$ cat src/rtl/cdc_handshake_tx_pkg.sv
// Shared definitions for the source side of the 4-phase req/ack CDC transfer.
//   tx_state_e         : handshake FSM state (2-bit encoding)
//   TX_SYNC_STAGES_MIN : smallest usable depth of the cdc_ack synchronizer
package cdc_handshake_tx_pkg;

  typedef enum logic [1:0] {
    IDLE = 2'b00,
    REQ  = 2'b01,
    DROP = 2'b10
  } tx_state_e;

  localparam int TX_SYNC_STAGES_MIN = 2;

endpackage

$ cat src/rtl/sync_1bit.sv
// Multi-flop synchronizer for one asynchronous control bit.
// Ports:
//   clk   : destination clock
//   rst_n : asynchronous active-low reset, clears the whole chain
//   d     : asynchronous input bit
//   q     : synchronized output, STAGES clk edges after d
module sync_1bit
  import cdc_handshake_tx_pkg::*;
#(
  parameter int STAGES = TX_SYNC_STAGES_MIN
) (
  input  logic clk,
  input  logic rst_n,
  input  logic d,
  output logic q
);

  logic [STAGES-1:0] chain_r;

  // Shift the asynchronous bit through the chain; chain_r[0] may go metastable.
  always_ff @(posedge clk or negedge rst_n) begin
    if (!rst_n) begin
      chain_r <= '0;
    end else begin
      chain_r <= {chain_r[STAGES-2:0], d};
    end
  end

  assign q = chain_r[STAGES-1];

endmodule

$ cat src/rtl/cdc_handshake_tx.sv
// Source-domain end of a 4-phase req/ack CDC word transfer.
// A word accepted on in_valid/in_ready is held on cdc_data while cdc_req is
// raised; the transfer completes once the synchronized acknowledge has been
// seen high and then low again, marked by a one-cycle done pulse.
// Ports:
//   clk, rst_n   : source clock, asynchronous active-low reset
//   in_valid     : source word available
//   in_ready     : block can accept a word this cycle
//   in_data      : source word
//   cdc_req      : request to destination (flop output)
//   cdc_data     : held word (flop outputs)
//   cdc_ack      : asynchronous acknowledge from destination
//   busy         : handshake in progress
//   done         : one-cycle pulse at handshake completion
//   timeout_err  : sticky watchdog flag
// Optional feature macro: CDC_TX_TIMEOUT_EN enables the watchdog counter;
// without it timeout_err is tied low.
module cdc_handshake_tx
  import cdc_handshake_tx_pkg::*;
#(
  parameter int WIDTH          = 8,
  parameter int SYNC_STAGES    = 2,
  parameter int TIMEOUT_CYCLES = 1024
) (
  input  logic             clk,
  input  logic             rst_n,
  input  logic             in_valid,
  output logic             in_ready,
  input  logic [WIDTH-1:0] in_data,
  output logic             cdc_req,
  output logic [WIDTH-1:0] cdc_data,
  input  logic             cdc_ack,
  output logic             busy,
  output logic             done,
  output logic             timeout_err
);

  tx_state_e        state_r;
  tx_state_e        state_next_s;
  logic             req_next_s;
  logic [WIDTH-1:0] data_next_s;
  logic             done_next_s;
  logic             ack_s;

  sync_1bit #(
    .STAGES(SYNC_STAGES)
  ) u_ack_sync (
    .clk  (clk),
    .rst_n(rst_n),
    .d    (cdc_ack),
    .q    (ack_s)
  );

  // A stale acknowledge left over from a source-only reset blocks new words.
  assign in_ready = (state_r == IDLE) && !ack_s;
  assign busy     = (state_r != IDLE);

  // Next-state and next-output decode of the handshake FSM.
  always_comb begin
    state_next_s = state_r;
    req_next_s   = cdc_req;
    data_next_s  = cdc_data;
    done_next_s  = 1'b0;
    case (state_r)
      IDLE: begin
        if (in_valid && in_ready) begin
          data_next_s  = in_data;
          req_next_s   = 1'b1;
          state_next_s = REQ;
        end else begin
          state_next_s = IDLE;
        end
      end
      REQ: begin
        if (ack_s) begin
          req_next_s   = 1'b0;
          state_next_s = DROP;
        end else begin
          state_next_s = REQ;
        end
      end
      DROP: begin
        if (!ack_s) begin
          done_next_s  = 1'b1;
          state_next_s = IDLE;
        end else begin
          state_next_s = DROP;
        end
      end
      default: begin
        req_next_s   = 1'b0;
        state_next_s = IDLE;
      end
    endcase
  end

  // State and output registers; reset drops cdc_req immediately.
  always_ff @(posedge clk or negedge rst_n) begin
    if (!rst_n) begin
      state_r  <= IDLE;
      cdc_req  <= 1'b0;
      cdc_data <= '0;
      done     <= 1'b0;
    end else begin
      state_r  <= state_next_s;
      cdc_req  <= req_next_s;
      cdc_data <= data_next_s;
      done     <= done_next_s;
    end
  end

`ifdef CDC_TX_TIMEOUT_EN
  localparam int CNT_W = $clog2(TIMEOUT_CYCLES + 1);
  localparam logic [CNT_W-1:0] CNT_MAX = CNT_W'(TIMEOUT_CYCLES);

  logic [CNT_W-1:0] cnt_r;
  logic [CNT_W-1:0] cnt_inc_s;
  logic             err_r;

  // Saturating increment of the watchdog count.
  always_comb begin
    cnt_inc_s = cnt_r;
    if (cnt_r != CNT_MAX) begin
      cnt_inc_s = cnt_r + CNT_W'(1);
    end else begin
      cnt_inc_s = CNT_MAX;
    end
  end

  // Watchdog: restarts on each state change, counts while waiting on the
  // destination, and latches the error flag; the FSM itself never aborts.
  always_ff @(posedge clk or negedge rst_n) begin
    if (!rst_n) begin
      cnt_r <= '0;
      err_r <= 1'b0;
    end else if (state_next_s != state_r) begin
      cnt_r <= '0;
    end else if (state_r != IDLE) begin
      cnt_r <= cnt_inc_s;
      if (cnt_inc_s == CNT_MAX) begin
        err_r <= 1'b1;
      end
    end else begin
      cnt_r <= cnt_r;
    end
  end

  assign timeout_err = err_r;
`else
  assign timeout_err = 1'b0;
`endif

endmodule

$ cat config.mk
export PLATFORM = sky130hd
export DESIGN_NAME = cdc_handshake_tx
export DESIGN_NICKNAME = d
export VERILOG_FILES = /design/src/rtl/cdc_handshake_tx_pkg.sv /design/src/rtl/sync_1bit.sv /design/src/rtl/cdc_handshake_tx.sv
export SDC_FILE = /design/constraint.sdc
export NUM_CORES = 1
export LEC_CHECK = 0
export BUFFER_PORTS_ARGS = -buffer_cell sky130_fd_sc_hd__buf_2
export CAP_MARGIN = 20
export CORE_UTILIZATION = 42
export DETAILED_ROUTE_END_ITERATION = 10
export PLACE_DENSITY_LB_ADDON = 0.15
export REMOVE_ABC_BUFFERS = 1
export SETUP_SLACK_MARGIN = 0.05
export SLEW_MARGIN = 30
export SYNTH_ARGS = -nofsm -noshare
export SYNTH_HDL_FRONTEND = slang
export SYNTH_SLANG_ARGS = --single-unit
$ cat constraint.sdc
create_clock -name clk -period 2.3 [get_ports clk]
set_clock_uncertainty 0.2 [all_clocks]
set_input_delay 0 -clock clk [delete_from_list [all_inputs] [get_ports clk]]
set_output_delay 0 -clock clk [all_outputs]
set_load 0.02 [all_outputs]
==> impl_metrics.json <==
{
  "status": "finished clean",
  "cellLeakagePower_nw": 0.4043,
  "vias": 412,
  "avgSynthCellArea_um2": 14.78,
  "post-route-cell-area_um2": 820.8,
  "cts_inserted_buffers": 3,
  "swShare": 0.3167,
  "fin_crit_ps": 1777,
  "n_antenna_cell": 0,
  "ant_nets": 0,
  "clk_latency_ps": 280,
  "setup_viol": 0,
  "first_pass_iters": 2,
  "slew_viol_final": 0,
  "htreeDepth": 1,
  "p_seq_frac": 0.458,
  "worstHoldEndpoint": "u_ack_sync.chain_r[1]",
  "arrival_ps": 1740,
  "postPlaceCellArea_um2": 664.4,
  "synth_compound_area_frac": 0.02450,
  "min_path_type": "reg -> reg",
  "wire_per_inst_um": 11.81,
  "netlist_instances": 38,
  "fin_cells": 88,
  "finalHoldViolCount": 0,
  "synth-simple-area-share": 0.1024,
  "cts_resized": 0,
  "fin_nets": 87,
  "core_area_mm2": 0.001171,
  "fillers": 87,
  "ys_types": 15,
  "grtUsageTotal": 0.1658,
  "antenna_found_initial": 0,
  "cellPowerDensity_mw_per_mm2": 885.2,
  "yosysTopAreaCellShare": 0.6236,
  "syn-cell-area_um2": 561.8,
  "vias_per_cell": 4.682,
  "timing.rr.start": "state_r[1]",
  "drcViolationCount": 0,
  "initial_utilization": 0.4797,
  "post-place-ws_ps": 527.5,
  "die-area_mm2": 0.001488,
  "slowest_stage": "nor4b_4",
  "p_sw_uw": 230.1,
  "r2r_end": "cdc_data[2]",
  "cell_internal_pwr_uw": 496.5,
  "grt_pass1_wl_um": 1587,
  "worstHoldStart": "u_ack_sync.chain_r[0]",
  "cts.clk_slew.worst_paths_ps": 90,
  "worstPathRequired_ps": 2260,
  "placed_cells": 72,
  "layout_setup_ws_ps": 523.4,
  "fmax_mhz": 562.9,
  "port_buffers": 23,
  "pwr-share-comb": 0.301,
  "grt_pass1_vias": 395,
  "synthMuxAreaShare": 0.1604,
  "rows": 12,
  "grt_overflow": 0,
  "grt_start_max_net_pins": 15,
  "cts_root_buffer": "clkbuf_4",
  "period_share": 0.7725,
  "hold_depth": 0,
  "setup_tns_ps": 0,
  "crit_type": "reg -> reg",
  "worst_pin_slew_ps": 615.6,
  "critPathMaxFanout": 8,
  "pwr-share-clk": 0.241,
  "synth-xor-area-share": 0.01559,
  "synthAdderAreaFrac": 0,
  "ys_top_cells_by_area": "dfrtp_1, mux2_2, nor4b_4",
  "drt-initial-drc-count": 2,
  "cp_top_family": "simple AND/OR/NAND/NOR gates",
  "r2r_setup_slack_ps": 520,
  "cts.path.max_buffers": 2,
  "cts_sinks": 14,
  "yosysWarnings": 0,
  "grt_setup_unrepaired": "false",
  "max-slew-margin-rel": 0.5882,
  "ir_drop_mv": 0.5054,
  "fp.dieH_um": 38.58,
  "yosysSeqAreaShare": 0.6236,
  "die_x_um": 38.58,
  "detail_route.wirelength_um": 1039,
  "slowest_delay_ps": 580,
  "ff2ff_path_depth": 2,
  "ios": 25,
  "area_growth_syn_to_layout_pct": 46.10,
  "cp_cell_sequence": "nor4b_4, mux2_2",
  "synth_seq_cells": 14,
  "gp_congestion": 0.6210,
  "drive_above_1_share": 0.5000,
  "cts_tree": "done",
  "end_kind": "flop",
  "path_buf_inv": 0,
  "yosysTopAreaCell": "dfrtp_1",
  "drv_cap": 0,
  "critPathLaunchType": "flop",
  "finalPower_uw": 726.6,
  "utilization": 0.7009,
  "synth_top_family_by_area": "multiplexers",
  "holdWs_ps": 155.2
}
[power groups by stage]
| stage | Combinational [mW] | Sequential, mW | Clock, mW |
|---|---|---|---|
| floorplan | 0.0706 | 0.395 | 0 |
| global placement | 0.203 | 0.337 | 0 |
| detailed placement | 0.204 | 0.338 | 0 |
| CTS | 0.220 | 0.333 | 0.182 |
| global route | 0.236 | 0.339 | 0.194 |
| finish | 0.219 | 0.333 | 0.175 |
[flip-flops by register name, summed over array words and instances, names as in the netlist]
name	cells
cdc_req	1
cdc_data	8
done	1
state_r	2
u_ack_sync.chain_r	2
[kinds of logic (layout without fill, tap and decap cells)]
| logic type | after synthesis | in the layout |
|---|---|---|
| flops | 14 | 14 |
| mux | 8 | 8 |
| simple gates | 7 | 7 |
| buf+inv | 5 | 41 |
| compound gates | 2 | 2 |
| other cells | 1 | 1 |
| xor+xnor | 1 | 1 |
[routing by layer]
metal	up-vias	wire length [um]	GRT usage
met2	19	517	0.2833
met5	-	0	0
li1	203	-	-
met4	0	0	0.1034
met1	190	453	0.1849
met3	0	68	0.03468
[what timing repair did]
item,in CTS,in global routing
hold buffers,12,0
buffers inserted,0,0
hold endpoints to repair,25,0
[final cells by class]
class                      instances  area (um^2)  area share
sequential                        14        350.3      0.4268
multi-input combinational         19        173.9      0.2119
clock buffer                       4        36.28     0.04421
tap                               14        17.52     0.02134
timing repair buffer              35        235.2      0.2866
inverter                           2        7.507    0.009146
[cells in the mapped netlist]
library cell	n
dfrtp_1	14
conb_1	1
inv_1	2
buf_4	1
or2_2	1
nor2_1	1
mux2_2	8
nor3b_1	1
a21oi_1	1
and2_1	1
nor3_1	2
nor4b_4	1
buf_6	2
o32ai_1	1
xor2_1	1
[placed cells by master, fill, tap and decap left out]
cell type / Yosys / final
a21oi_1: 1 / 1
and2_1: 1 / 1
buf_2: 0 / 23
clkbuf_4: 0 / 3
clkbuf_8: 0 / 1
conb_1: 1 / 1
dfrtp_1: 14 / 14
dlygate4sd3_1: 0 / 12
inv_1: 2 / 2
mux2_2: 8 / 8
nor2_1: 1 / 1
nor3_1: 2 / 2
nor3b_1: 1 / 1
nor4b_4: 1 / 1
o32ai_1: 1 / 1
or2_2: 1 / 1
xor2_1: 1 / 1
[worst reg2reg max path: stages (launching register included)]
cell	delay (ps)
dfrtp_1	480
nor4b_4	580
mux2_2	400
[worst max path at each step]
| stage | start | end | slack [ps] | cells past startpoint |
|---|---|---|---|---|
| 6_report | state_r[1] | cdc_data[2] | 520 | 2 |
| 5_1_grt | state_r[1] | cdc_data[2] | 440 | 2 |
| 3_3_place_gp | state_r[1] | cdc_data[2] | 550 | 2 |
| 4_1_cts | state_r[1] | cdc_data[2] | 500 | 2 |
| 3_5_place_dp | state_r[1] | cdc_data[2] | 530 | 2 |
| 2_1_floorplan | state_r[1] | cdc_data[0] | 680 | 2 |
(Power assumes the default switching activity.)
